## src/rtl/fpu_result_capture_if.sv

```systemverilog
// rtl/fpu_result_capture_if.sv - result stream from the capture FIFO to the host
interface fpu_result_capture_if #(
    parameter int DEPTH = 4
) ();
    localparam int CW = $clog2(DEPTH) + 1;

    logic          out_valid;
    logic          out_ready;
    logic [31:0]   out_data;
    logic [3:0]    out_status;
    logic [CW-1:0] out_count;
    logic          overrun;

    modport master (
        output out_valid,
        output out_data,
        output out_status,
        output out_count,
        output overrun,
        input  out_ready
    );

    modport slave (
        input  out_valid,
        input  out_data,
        input  out_status,
        input  out_count,
        input  overrun,
        output out_ready
    );
endinterface

```

## src/rtl/fpu_result_capture.sv

```systemverilog
// rtl/fpu_result_capture.sv - settle-detect FPU results, convert to binary32, queue in FIFO
module fpu_result_capture #(
    parameter int STABLE_CYCLES = 16,
    parameter int DEPTH         = 4
) (
    input  logic                  clock100KHz,
    input  logic                  reset,
    input  logic [31:0]           data_in,
    input  logic [3:0]            status_in,
    fpu_result_capture_if.master  res
);
    localparam int AW = $clog2(DEPTH);
    localparam int CW = AW + 1;
    localparam logic [7:0]    CNT_MAX = 8'(STABLE_CYCLES);
    localparam logic [7:0]    CAP_AT  = 8'(STABLE_CYCLES - 1);
    localparam logic [CW-1:0] FULL    = CW'(DEPTH);

    logic [35:0]   prev_q, prev_d;
    logic [7:0]    cnt_q, cnt_d;
    logic          armed_q, armed_d;
    logic [35:0]   mem_q [DEPTH];
    logic [35:0]   mem_d [DEPTH];
    logic [AW-1:0] wr_q, wr_d;
    logic [AW-1:0] rd_q, rd_d;
    logic [CW-1:0] count_q, count_d;
    logic          overrun_q, overrun_d;

    logic          match;
    logic          capture;
    logic          push;
    logic          pop;
    logic [31:0]   conv_word;

    assign match   = ({data_in, status_in} == prev_q);
    assign capture = match && armed_q && (cnt_q == CAP_AT);
    assign pop     = (count_q != '0) && res.out_ready;
    assign push    = capture && ((count_q < FULL) || pop);

    // FPU format {s, e[5:0] bias 31, m[24:0]} to binary32, round-to-nearest-even on m[1:0]
    always_comb begin
        logic        s;
        logic [5:0]  e;
        logic [24:0] m;
        logic [3:0]  st;
        logic        round_up;
        logic [23:0] frac;
        logic [7:0]  expo;
        s        = prev_q[35];
        e        = prev_q[34:29];
        m        = prev_q[28:4];
        st       = prev_q[3:0];
        round_up = m[1] & (m[0] | m[2]);
        frac     = {1'b0, m[24:2]} + {23'd0, round_up};
        expo     = {2'b00, e} + 8'd96;
        if (frac[23]) begin
            expo = expo + 8'd1;
        end
        if (st[2]) begin
            conv_word = {s, 8'hFF, 23'd0};
        end else if (st[1] || (e == 6'd0 && m == 25'd0)) begin
            conv_word = {s, 31'd0};
        end else begin
            conv_word = {s, expo, frac[22:0]};
        end
    end

    always_comb begin
        prev_d = {data_in, status_in};

        cnt_d = cnt_q;
        if (!match) begin
            cnt_d = 8'd0;
        end else if (cnt_q != CNT_MAX) begin
            cnt_d = cnt_q + 8'd1;
        end

        // armed stops a long-held value from being queued a second time
        armed_d = armed_q;
        if (!match) begin
            armed_d = 1'b1;
        end else if (capture) begin
            armed_d = 1'b0;
        end
    end

    always_comb begin
        for (int i = 0; i < DEPTH; i++) begin
            mem_d[i] = mem_q[i];
        end
        wr_d      = wr_q;
        rd_d      = rd_q;
        count_d   = count_q;
        overrun_d = overrun_q | (capture & ~push);
        if (push) begin
            mem_d[wr_q] = {conv_word, prev_q[3:0]};
            wr_d        = wr_q + AW'(1);
        end
        if (pop) begin
            rd_d = rd_q + AW'(1);
        end
        case ({push, pop})
            2'b10:   count_d = count_q + CW'(1);
            2'b01:   count_d = count_q - CW'(1);
            default: count_d = count_q;
        endcase
    end

    always_ff @(posedge clock100KHz or negedge reset) begin
        if (!reset) begin
            prev_q    <= '0;
            cnt_q     <= '0;
            armed_q   <= 1'b1;
            for (int i = 0; i < DEPTH; i++) begin
                mem_q[i] <= '0;
            end
            wr_q      <= '0;
            rd_q      <= '0;
            count_q   <= '0;
            overrun_q <= 1'b0;
        end else begin
            prev_q    <= prev_d;
            cnt_q     <= cnt_d;
            armed_q   <= armed_d;
            for (int i = 0; i < DEPTH; i++) begin
                mem_q[i] <= mem_d[i];
            end
            wr_q      <= wr_d;
            rd_q      <= rd_d;
            count_q   <= count_d;
            overrun_q <= overrun_d;
        end
    end

    assign res.out_valid  = (count_q != '0);
    assign res.out_data   = res.out_valid ? mem_q[rd_q][35:4] : 32'd0;
    assign res.out_status = res.out_valid ? mem_q[rd_q][3:0] : 4'd0;
    assign res.out_count  = count_q;
    assign res.overrun    = overrun_q;
endmodule

```

## src/flat_wrapper.sv

```systemverilog
// flat-port wrapper written by rule: the top's interface ports become plain ports
module fpu_result_capture_flat 
#(
    parameter int STABLE_CYCLES = 16,
    parameter int DEPTH         = 4
)
  (clock100KHz, reset, data_in, status_in, res_out_valid, res_out_data, res_out_status, res_out_count, res_overrun, res_out_ready);
  fpu_result_capture_if #(.DEPTH(DEPTH)) res_i ();
  input  logic clock100KHz;
  input  logic reset;
  input  logic [31:0] data_in;
  input  logic [3:0] status_in;
  output wire logic [$bits(res_i.out_valid)-1:0] res_out_valid;
  output wire logic [$bits(res_i.out_data)-1:0] res_out_data;
  output wire logic [$bits(res_i.out_status)-1:0] res_out_status;
  output wire logic [$bits(res_i.out_count)-1:0] res_out_count;
  output wire logic [$bits(res_i.overrun)-1:0] res_overrun;
  input wire logic [$bits(res_i.out_ready)-1:0] res_out_ready;
  assign res_out_valid = res_i.out_valid;
  assign res_out_data = res_i.out_data;
  assign res_out_status = res_i.out_status;
  assign res_out_count = res_i.out_count;
  assign res_overrun = res_i.overrun;
  assign res_i.out_ready = res_out_ready;
  fpu_result_capture #(.STABLE_CYCLES(STABLE_CYCLES), .DEPTH(DEPTH)) u_core (.clock100KHz(clock100KHz), .reset(reset), .data_in(data_in), .status_in(status_in), .res(res_i));
endmodule
```

## config.mk

```make
export PLATFORM = sky130hd
export DESIGN_NAME = fpu_result_capture_flat
export DESIGN_NICKNAME = d
export VERILOG_FILES = /design/src/rtl/fpu_result_capture_if.sv /design/src/rtl/fpu_result_capture.sv /design/src/flat_wrapper.sv
export SDC_FILE = /design/constraint.sdc
export NUM_CORES = 1
export LEC_CHECK = 0
export CAP_MARGIN = 15
export CORE_MARGIN = 2
export CORE_UTILIZATION = 50
export CTS_CLUSTER_DIAMETER = 40
export DETAILED_ROUTE_END_ITERATION = 10
export DONT_BUFFER_PORTS = 1
export PLACE_DENSITY = 0.68
export SYNTH_ARGS = -nofsm -noshare
export SYNTH_HDL_FRONTEND = slang
export SYNTH_SLANG_ARGS = --single-unit
```

## constraint.sdc

```tcl
create_clock -name clock100KHz -period 2.4 [get_ports clock100KHz]
set_input_delay 0.36 -clock clock100KHz [delete_from_list [all_inputs] [get_ports clock100KHz]]
set_output_delay 0.36 -clock clock100KHz [all_outputs]
set_load 0.1 [all_outputs]
```

==> metrics.csv, run 1 <==
stage,metric,value,unit
floorplan,pin_count,80,
worst_setup_path,cp.depth,12,
route,first_pass_iters,7,
synthesis,synth.area.top_cells,"dfrtp_1 (48%), mux2i_1 (12%), mux4_2 (7.9%)",
worst_setup_path,path_cells,xor2_1 > nor4_2 > buf_4 > nand3_4 > or3_4 > or2_4 > ha_4 > inv_2 > fa_2 > xor2_1 > nor2_1 > xor2_1,
placed_design,dp_slack,-0.3455,ns
global_route,antenna_found_initial,0,
worst_setup_path,worstPathMaxFanout,2,
synthesis,synth-seq-cells,197,
route,wl_per_cell,19.90,um
sta,fin_crit,2.656,ns
worst_setup_path,cp_slowest_cell,dfrtp_1,
sta,final_max_slew_viol_count,0,
synthesis,synth_top_cell_by_area,dfrtp_1,
worst_setup_path,endpoint_kind,flop,
layout,multi_input_area,4671,sq um
synthesis,ys_async_sr_fraction,100.0,%
synthesis,syn_inst,862,
sta,clock_skew,0.01348,ns
worst_setup_path,crit_buf_inv,2,
worst_setup_path,required,2.73,ns
clock_network,clock-root-buffer,clkbuf_16,
global_route,grt_pass1_wl,41.16,mm
floorplan,die-area,21570,sq um
route,ant_nets,0,
power_and_ir_drop,power.switching,0.001588,W
placed_design,place_hpwl,15.92,mm
worst_setup_path,r2r_cells,12,
power_and_ir_drop,irDropWorstVdd,484.4,uV
worst_setup_path,arrival,2.99,ns
synthesis,netlist.area_leader.share,48.06,%
power_and_ir_drop,intPower,0.005085,W
synthesis,yosys_warnings,0,
worst_setup_path,startpoint,u_core.prev_q[18]$_DFF_PN0_,
run_status,violations,"negative hold slack, negative setup slack",
synthesis,synthFlopType,dfrtp_1,
power_and_ir_drop,p_total,0.006673,W
placed_design,gp_congestion,0.8697,
sta,rsz0062_at_grt,true,
hold_path,hp-class,in -> async,
floorplan,die_w,146.9,um
worst_setup_path,setup.worst_path.end,u_core.res.out_count[2]$_DFFE_PN0P_,
floorplan,start_util,50.77,%
sta,maxSlewHeadroom,40.52,%
clock_network,postCtsHoldBufs,36,
route,vias,7007,
sta,setup_viol,140,
worst_setup_path,slowest_delay,0.40,ns
layout,nNetsFinal,1058,
synthesis,yosysSeqAreaShare,48.31,%
layout,area_delta_synth_final,28.25,%
power_and_ir_drop,leakagePower,5.828,nW
worst_setup_path,critical_path_class,reg -> reg,
clock_network,clk_pin_slew,0.08,ns
clock_network,insertion_delay,0.45,ns
route,drt_wl_total,25.67,mm
sta,fin_hold_ws,-0.3831,ns
power_and_ir_drop,power_density,509.9,nW/um^2
sta,post-route-period-util,110.7,%
worst_setup_path,timing.rr.end,u_core.res.out_count[2]$_DFFE_PN0P_,
clock_network,cts_tree,built,
sta,max_freq,376.5,MHz
global_route,grt_usage,24.81,%
power_and_ir_drop,power_frac_seq,50.5,%
floorplan,rows,52,
power_and_ir_drop,swShare,23.80,%
clock_network,cts_made_buffers,17,
worst_setup_path,r2r_slack,-0.26,ns
worst_setup_path,critPathLaunchType,flop,
layout,fillCellCount,1455,
power_and_ir_drop,p_comb_share,5.3,%
power_and_ir_drop,pwr-share-clk,44.2,%
synthesis,synth.distinct_cells,57,
flow_run,maxCapViolCount,0,
run_status,status,"complete, but fails checks",
layout,diodes,0,
clock_network,clockBufferDepth,2,
sta,fin_ws,-0.2559,ns
synthesis,synth-edff-count,0,
route,detail_route.vias_per_cell,5.432,
layout,register_area,4940,sq um
worst_setup_path,crit_top_cell,xor2_1,
synthesis,synth_fp_nets,913,
placed_design,io_buffers,0,
sta,worst-slew-pin-transition,0.8922,ns
global_route,grt_overflow,0,
synthesis,syn_area_per_cell,11.84,sq um
layout,drive_gt1_share,30.00,%
clock_network,htreeDepth,4,
route,drc_errors,0,
floorplan,coreArea,20100,sq um
floorplan,die_h,146.9,um
global_route,grt_start_max_net_pins,198,
synthesis,syn_area,10210,sq um
worst_setup_path,crit_family,simple AND/OR/NAND/NOR gates,
clock_network,cts_sinks,197,
route,drt_iter0_drc,581,
global_route,first_global_vias,7541,
sta,hold_viol_final,197,
worst_setup_path,r2r-start,u_core.prev_q[18]$_DFF_PN0_,
synthesized netlist by cell type (all sizes together) (2+ instances only):
| cell type | count |
|---|---|
| a21oi | 2 |
| a311oi | 2 |
| a31oi | 4 |
| a41oi | 3 |
| and2 | 39 |
| and3 | 5 |
| and4 | 6 |
| buf | 31 |
| clkbuf | 18 |
| dfrtp | 196 |
| ha | 11 |
| inv | 141 |
| mux2 | 22 |
| mux2i | 124 |
| mux4 | 36 |
| nand2 | 31 |
| nand3 | 15 |
| nand4 | 14 |
| nor2 | 23 |
| nor2b | 2 |
| nor3 | 7 |
| nor4 | 29 |
| nor4b | 2 |
| o21ai | 11 |
| o22ai | 2 |
| o31a | 6 |
| or2 | 3 |
| or3 | 2 |
| or4 | 2 |
| xnor2 | 16 |
| xor2 | 43 |
worst reg2reg max path, delay by kind of cell, from the launching register on:
| kind | cells | cell delay [ns] |
|---|---|---|
| AND/OR/NAND/NOR | 5 | 1.11 |
| flip-flops | 1 | 0.40 |
| XOR/XNOR | 3 | 0.46 |
| adder cells (fa/ha/maj) | 2 | 0.34 |
| buffers and inverters | 2 | 0.23 |
sequential cells by signal, summed over array words and instances (netlist names):
register and cells:
u_core.mem_q 144, u_core.prev_q 36, u_core.cnt_q 8, u_core.res.out_count 3
u_core.rd_q 2, u_core.wr_q 2, u_core.armed_q 1, u_core.res.overrun 1
logic make-up after synthesis:
kind of cell	count (synthesis)	synth area share (%)
mux	182	22.53
xor+xnor	59	5.063
fa+ha+maj	12	1.545
buf+inv	190	9.378
compound gates	41	2.918
simple gates	181	10.25
flops	197	48.31
cell usage in the layout, fill, tap and decap left out, types with 14 or more instances in the layout:
cell type / Yosys / final
and2_4: 0 / 36
buf_12: 12 / 32
buf_4: 1 / 76
buf_6: 4 / 21
clkbuf_16: 0 / 18
dfrtp_1: 196 / 191
dlygate4sd3_1: 0 / 36
inv_1: 140 / 139
mux2_4: 0 / 20
mux2i_1: 124 / 121
mux4_2: 36 / 36
nand2_1: 31 / 27
nand4_1: 14 / 14
nor2_1: 23 / 23
nor4_1: 24 / 20
xnor2_1: 16 / 16
xor2_1: 43 / 43
per-layer routing:
metal / routed length [um] / track usage, % / up-vias
li1: - / - / 3205
met4: 470 / 9.515 / 0
met3: 1207 / 4.907 / 34
met1: 11280 / 33.60 / 3584
met2: 12710 / 39.91 / 184
met5: 0 / 0 / -
worst min path at each step:
stage | start | endpoint | cells past startpoint
finish | reset | u_core.mem_q[123]$_DFFE_PN0P_ | 0
global route | reset | u_core.mem_q[48]$_DFFE_PN0P_ | 0
CTS | reset | u_core.cnt_q[3]$_DFFE_PN0P_ | 0
detailed placement | reset | u_core.mem_q[123]$_DFFE_PN0P_ | 0
global placement | reset | u_core.mem_q[87]$_DFFE_PN0P_ | 0
floorplan | reset | u_core.cnt_q[0]$_DFFE_PN0P_ | 0
area by class of cell:
class                      instances  area share (%)
clock buffer                      18           3.279
clock inverter                    14           1.252
inverter                         141           4.044
multi-input combinational        475           35.68
sequential                       197           37.74
tap                              270           2.581
timing repair buffer             175           15.42
through the flow:
stage               utilization [%]  area, sq um  cells  TNS [ns]
detailed placement            56.32        11320   1194    -7.143
CTS                           65.16        13100   1293    -11.20
global placement              56.32        11320   1194    -2.857
global route                  65.10        13090   1290    -29.87
floorplan                         -        10260    862   -0.3829
finish                        65.10        13090   1290    -12.37
power groups by stage:
stage          registers, W  logic [W]  clock network [W]
2_1_floorplan       0.00344   0.000153                  0
3_3_place_gp        0.00343   0.000278                  0
3_5_place_dp        0.00344   0.000281                  0
4_1_cts             0.00337   0.000342            0.00298
5_1_grt             0.00337   0.000379            0.00312
6_report            0.00337   0.000356            0.00295
what timing repair did:
action                                  4_1_cts  5_1_grt
endpoints found under the setup margin      179      158
buffers inserted                             25        9
pin swaps                                     8       10
hold endpoints to repair                    233      197
gates cloned                                  8        1
resized for setup                           111       27
(Power assumes the default switching activity.)
==> run 2: changes to the inputs <==
Settings changed: GPL_TIMING_DRIVEN from default to 0.
==> run 2 against run 1 <==
Effect of this change:
- the run still ends with negative hold slack, negative setup slack left
- sequential cell count did not move
- fmax shrank 1.6%
- via count is 1.0% lower
- final cell count decreased by 2.6%
- first-iteration DRC count grew 45%
- clock skew shrank 0.0017 ns
- highest routed layer unchanged
==> metrics.csv, run 2 (same netlist as run 1, synthesis figures left out) <==
stage,metric,value,unit
route,drc_errors,0,
layout,largest-register,u_core.mem_q,
floorplan,die_w,146.9,um
layout,fin_area,12810,sq um
worst_setup_path,endpoint_kind,flop,
sta,fin_hold_ws,-0.3681,ns
power_and_ir_drop,leakagePower,5.614,nW
sta,clock_skew,0.01175,ns
layout,area_delta_synth_final,25.55,%
worst_setup_path,startpoint,u_core.prev_q[12]$_DFF_PN0_,
sta,max_freq,370.6,MHz
global_route,first_global_vias,7187,
floorplan,pin_count,80,
clock_network,clock-root-buffer,clkbuf_16,
floorplan,die-area,21570,sq um
layout,nNetsFinal,1024,
route,first_pass_iters,6,
sta,maxSlewHeadroom,40.11,%
route,ant_nets,0,
flow_run,maxCapViolCount,0,
power_and_ir_drop,intPower,0.004887,W
layout,diodes,0,
global_route,use_met3,4.814,%
route,drt_wl_total,25.97,mm
clock_network,htreeDepth,4,
worst_setup_path,timing.rr.end,u_core.res.out_count[2]$_DFFE_PN0P_,
clock_network,insertion_delay,0.43,ns
worst_setup_path,r2r_slack,-0.30,ns
floorplan,die_h,146.9,um
power_and_ir_drop,power.switching,0.001490,W
run_status,violations,"negative hold slack, negative setup slack",
power_and_ir_drop,pwr-share-clk,41.7,%
worst_setup_path,worstPathMaxFanout,5,
global_route,grt_overflow,0,
floorplan,coreArea,20100,sq um
clock_network,clockBufferDepth,2,
sta,fin_setup_tns,-15.18,ns
power_and_ir_drop,irDropWorstVdd,478.4,uV
route,vias,6935,
floorplan,rows,52,
clock_network,clk_pin_slew,0.07,ns
sta,fin_crit,2.698,ns
clock_network,cts_tree,built,
power_and_ir_drop,swShare,23.37,%
route,drt_iter0_drc,840,
hold_path,hp-class,in -> async,
layout,largest_reg_flops,144,
sta,final_max_slew_viol_count,0,
worst_setup_path,r2r-start,u_core.prev_q[12]$_DFF_PN0_,
clock_network,cts_made_buffers,17,
sta,worst-slew-pin-transition,0.8984,ns
global_route,grt_start_max_net_pins,198,
global_route,grt_pass1_wl,40.63,mm
floorplan,start_util,50.77,%
sta,post-route-period-util,112.4,%
global_route,met1_usage,35.03,%
sta,rsz0062_at_grt,true,
global_route,busiest_layer,met2,
placed_design,io_buffers,0,
layout,final_common_cell,dfrtp_1,
placed_design,dp_slack,-0.7934,ns
power_and_ir_drop,p_comb_share,5.0,%
worst_setup_path,critPathLaunchType,flop,
worst_setup_path,required,2.71,ns
sta,setup_viol,153,
placed_design,gp_congestion,0.8967,
layout,layout_common_cells,"dfrtp_1 (179), inv_1 (139), mux2i_1 (122), xor2_1 (40)",
clock_network,cts_sinks,197,
route,wl_per_cell,20.68,um
sta,fin_ws,-0.2983,ns
worst_setup_path,critical_path_class,reg -> reg,
power_and_ir_drop,power_density,497.7,nW/um^2
layout,drive_gt1_share,29.72,%
placed_design,placed_cell_area,10600,sq um
worst_setup_path,setup.worst_path.end,u_core.res.out_count[2]$_DFFE_PN0P_,
layout,fillCellCount,1466,
global_route,globalRouteMet2Util,38.54,%
worst_setup_path,r2r_cells,11,
global_route,antenna_found_initial,0,
global_route,grt_usage,24.43,%
placed_design,place_hpwl,15.56,mm
layout,top_regs,"u_core.mem_q (144), u_core.prev_q (36), u_core.cnt_q (8)",
clock_network,postCtsHoldBufs,36,
run_status,status,"complete, but fails checks",
route,detail_route.vias_per_cell,5.521,
worst_setup_path,arrival,3.00,ns
layout,final_util,63.74,%
power_and_ir_drop,power_frac_seq,53.3,%
sta,hold_viol_final,196,
run 2: worst min path at each step:
| stage | from | to | slack, ns | depth (start not counted) |
|---|---|---|---|---|
| 3_3_place_gp | reset | u_core.mem_q[120]$_DFFE_PN0P_ | 0.08 | 0 |
| 6_report | reset | u_core.mem_q[120]$_DFFE_PN0P_ | -0.37 | 0 |
| 4_1_cts | reset | u_core.mem_q[84]$_DFFE_PN0P_ | -0.38 | 0 |
| 2_1_floorplan | reset | u_core.cnt_q[0]$_DFFE_PN0P_ | 0.06 | 0 |
| 5_1_grt | reset | u_core.mem_q[120]$_DFFE_PN0P_ | -0.39 | 0 |
| 3_5_place_dp | reset | u_core.mem_q[120]$_DFFE_PN0P_ | 0.08 | 0 |
run 2: timing repair:
item	in CTS	in global routing
pin swaps	15	20
resized for setup	130	93
buffers inserted	34	28
endpoints found under the setup margin	194	184
endpoints found under the hold margin	233	197
gates cloned	15	1
run 2: per-stage QoR:
step | total power (W) | cells
5_1_grt | 0.006576 | 1256
4_1_cts | 0.006362 | 1246
3_3_place_gp | 0.003660 | 1132
6_report | 0.006378 | 1256
3_5_place_dp | 0.003662 | 1132
2_1_floorplan | 0.003594 | 862
run 2: power groups by stage:
stage / registers (W) / clock network, W / logic (W)
detailed placement: 0.00346 / 0 / 0.000206
global route: 0.00340 / 0.00284 / 0.000339
CTS: 0.00339 / 0.00270 / 0.000269
floorplan: 0.00344 / 0 / 0.000153
global placement: 0.00345 / 0 / 0.000206
finish: 0.00340 / 0.00266 / 0.000317
run 2: routing by layer:
| metal | vias to the layer above | part of all wire, % |
|---|---|---|
| li1 | 3144 | - |
| met1 | 3508 | 44 |
| met2 | 242 | 48 |
| met3 | 41 | 5.8 |
| met4 | 0 | 1.8 |
| met5 | - | 0 |
run 2: final cells by class:
type / instances / area, sq um / area share, %
clock buffers: 22 / 464.2 / 3.623
inverters: 141 / 529.3 / 4.130
well taps: 270 / 337.8 / 2.636
clock inverters: 10 / 75.07 / 0.5859
flip-flops and latches: 197 / 4960 / 38.71
repair buffers: 101 / 1211 / 9.452
multi-input cells: 475 / 4785 / 37.34
plain buffers: 40 / 451.7 / 3.525
run 2: critical path, stage by stage (launching register included):
cell and delay (ns):
dfrtp_1 0.48, xor2_1 0.21, nor4_1 0.30, nand4_1 0.20, or3_1 0.38, or2_1 0.25
ha_2 0.19, inv_2 0.05, fa_2 0.18, xor2_1 0.14, nor2_1 0.06, xor2_1 0.14
==> patch, RTL diff (settings of run 1) <==
One comparison of `cnt_q` changes from == to >=.
--- a/src/rtl/fpu_result_capture.sv
+++ b/src/rtl/fpu_result_capture.sv
@@ -33,5 +33,5 @@
 
     assign match   = ({data_in, status_in} == prev_q);
-    assign capture = match && armed_q && (cnt_q == CAP_AT);
+    assign capture = match && armed_q && (cnt_q >= CAP_AT);
     assign pop     = (count_q != '0) && res.out_ready;
     assign push    = capture && ((count_q < FULL) || pop);
Function: same outputs for any inputs over 4 cycles, from zero or initial values and one cycle with reset low; that may be too few to reach the edited logic, so the function may still have changed.
==> patch against run 1 <==
Area after synthesis up 1.8%. The run still ends with negative hold slack, negative setup slack left. Wire length increased by 10%. Setup slack better by 93 ps. Design area is 5.9% higher. Maximum frequency rose by 3.6%. Power grew 3.4%. Sequential cell count did not move.
==> patch: results (changes against run 1) <==
| Metric | Value |
|---|---|
| Status | `finished with violations (unchanged)` |
| Violated checks | `negative hold slack, negative setup slack (unchanged)` |
| First-pass GRT wire length | `43.24 mm (was 41.16 mm)` |
| Unique masters post-synth | `55 (was 57)` |
| Reg2reg path depth | `8 (was 12)` |
| Worst setup endpoint | `u_core.mem_q[111] (was u_core.res.out_count[2])` |
| Hold Worst Slack | `-383.0 ps (was -383.1 ps)` |
| Total number of vias | `7173 (was 7007)` |
| Hold Vio Cnt, Final | `197 (unchanged)` |
| Pwr dens | `497.9 mW/mm^2 (was 509.9 mW/mm^2)` |
| Worst-Margin Slew | `615.4 ps (was 892.2 ps)` |
| Share of post-route cells with drive strength above 1 | `44.05% (was 30.00%)` |
| Nets@finish | `995 (was 1058)` |
| Multi-input gate count | `492 (was 475)` |
| Area after DPL | `0.01201 mm^2 (was 0.01132 mm^2)` |
| Sequential power share | `49.0% (was 50.5%)` |
| Multi-input logic area | `0.005224 mm^2 (was 0.004671 mm^2)` |
| Final worst slack | `-162.4 ps (was -255.9 ps)` |
| Setup violations, final | `127 (was 140)` |
| Net Count, Synth | `821 (was 913)` |
| Switch Pwr | `1.600 mW (was 1.588 mW)` |
| Non-clock buffer share | `18.86% (was 15.42%)` |
| Clock Skew | `10.29 ps (was 13.48 ps)` |
| DR WL/cell | `23.08 um (was 19.90 um)` |
| Initial DRC Count | `502 (was 581)` |
| # fillers | `1412 (was 1455)` |
| Reg-to-Reg End | `u_core.mem_q[111] (was u_core.res.out_count[2])` |
| Sequential element share of the synthesized area | `47.48% (was 48.31%)` |
==> patch: cell types whose count changed after synthesis, sizes merged, moves of 7 or more <==
cell   delta
a21oi    +10
inv     -106
mux2     +95
mux2i   -103
nand2     -8
or3       +7
xnor2    +11
xor2      -7
==> patch: cell families (layout without fill, tap and decap cells) <==
| logic type | Yosys count | count (layout) | synth area share [%] |
|---|---|---|---|
| flip-flops | 197 | 197 | 47.48 |
| buffers and inverters | 82 | 269 | 4.277 |
| AND/OR/NAND/NOR | 187 | 187 | 11.49 |
| XOR/XNOR | 63 | 63 | 5.385 |
| adder cells (fa/ha/maj) | 11 | 11 | 1.397 |
| AO/OA/AOI/OAI | 57 | 57 | 3.843 |
| multiplexers | 174 | 174 | 26.13 |
==> patch: metal layers <==
metal	GRT usage (%)	routed length [um]	up-vias
met5	0	0	-
met4	6.571	665	0
met3	4.908	1499	50
met2	43.63	14020	247
met1	34.80	12160	3759
li1	-	-	3117
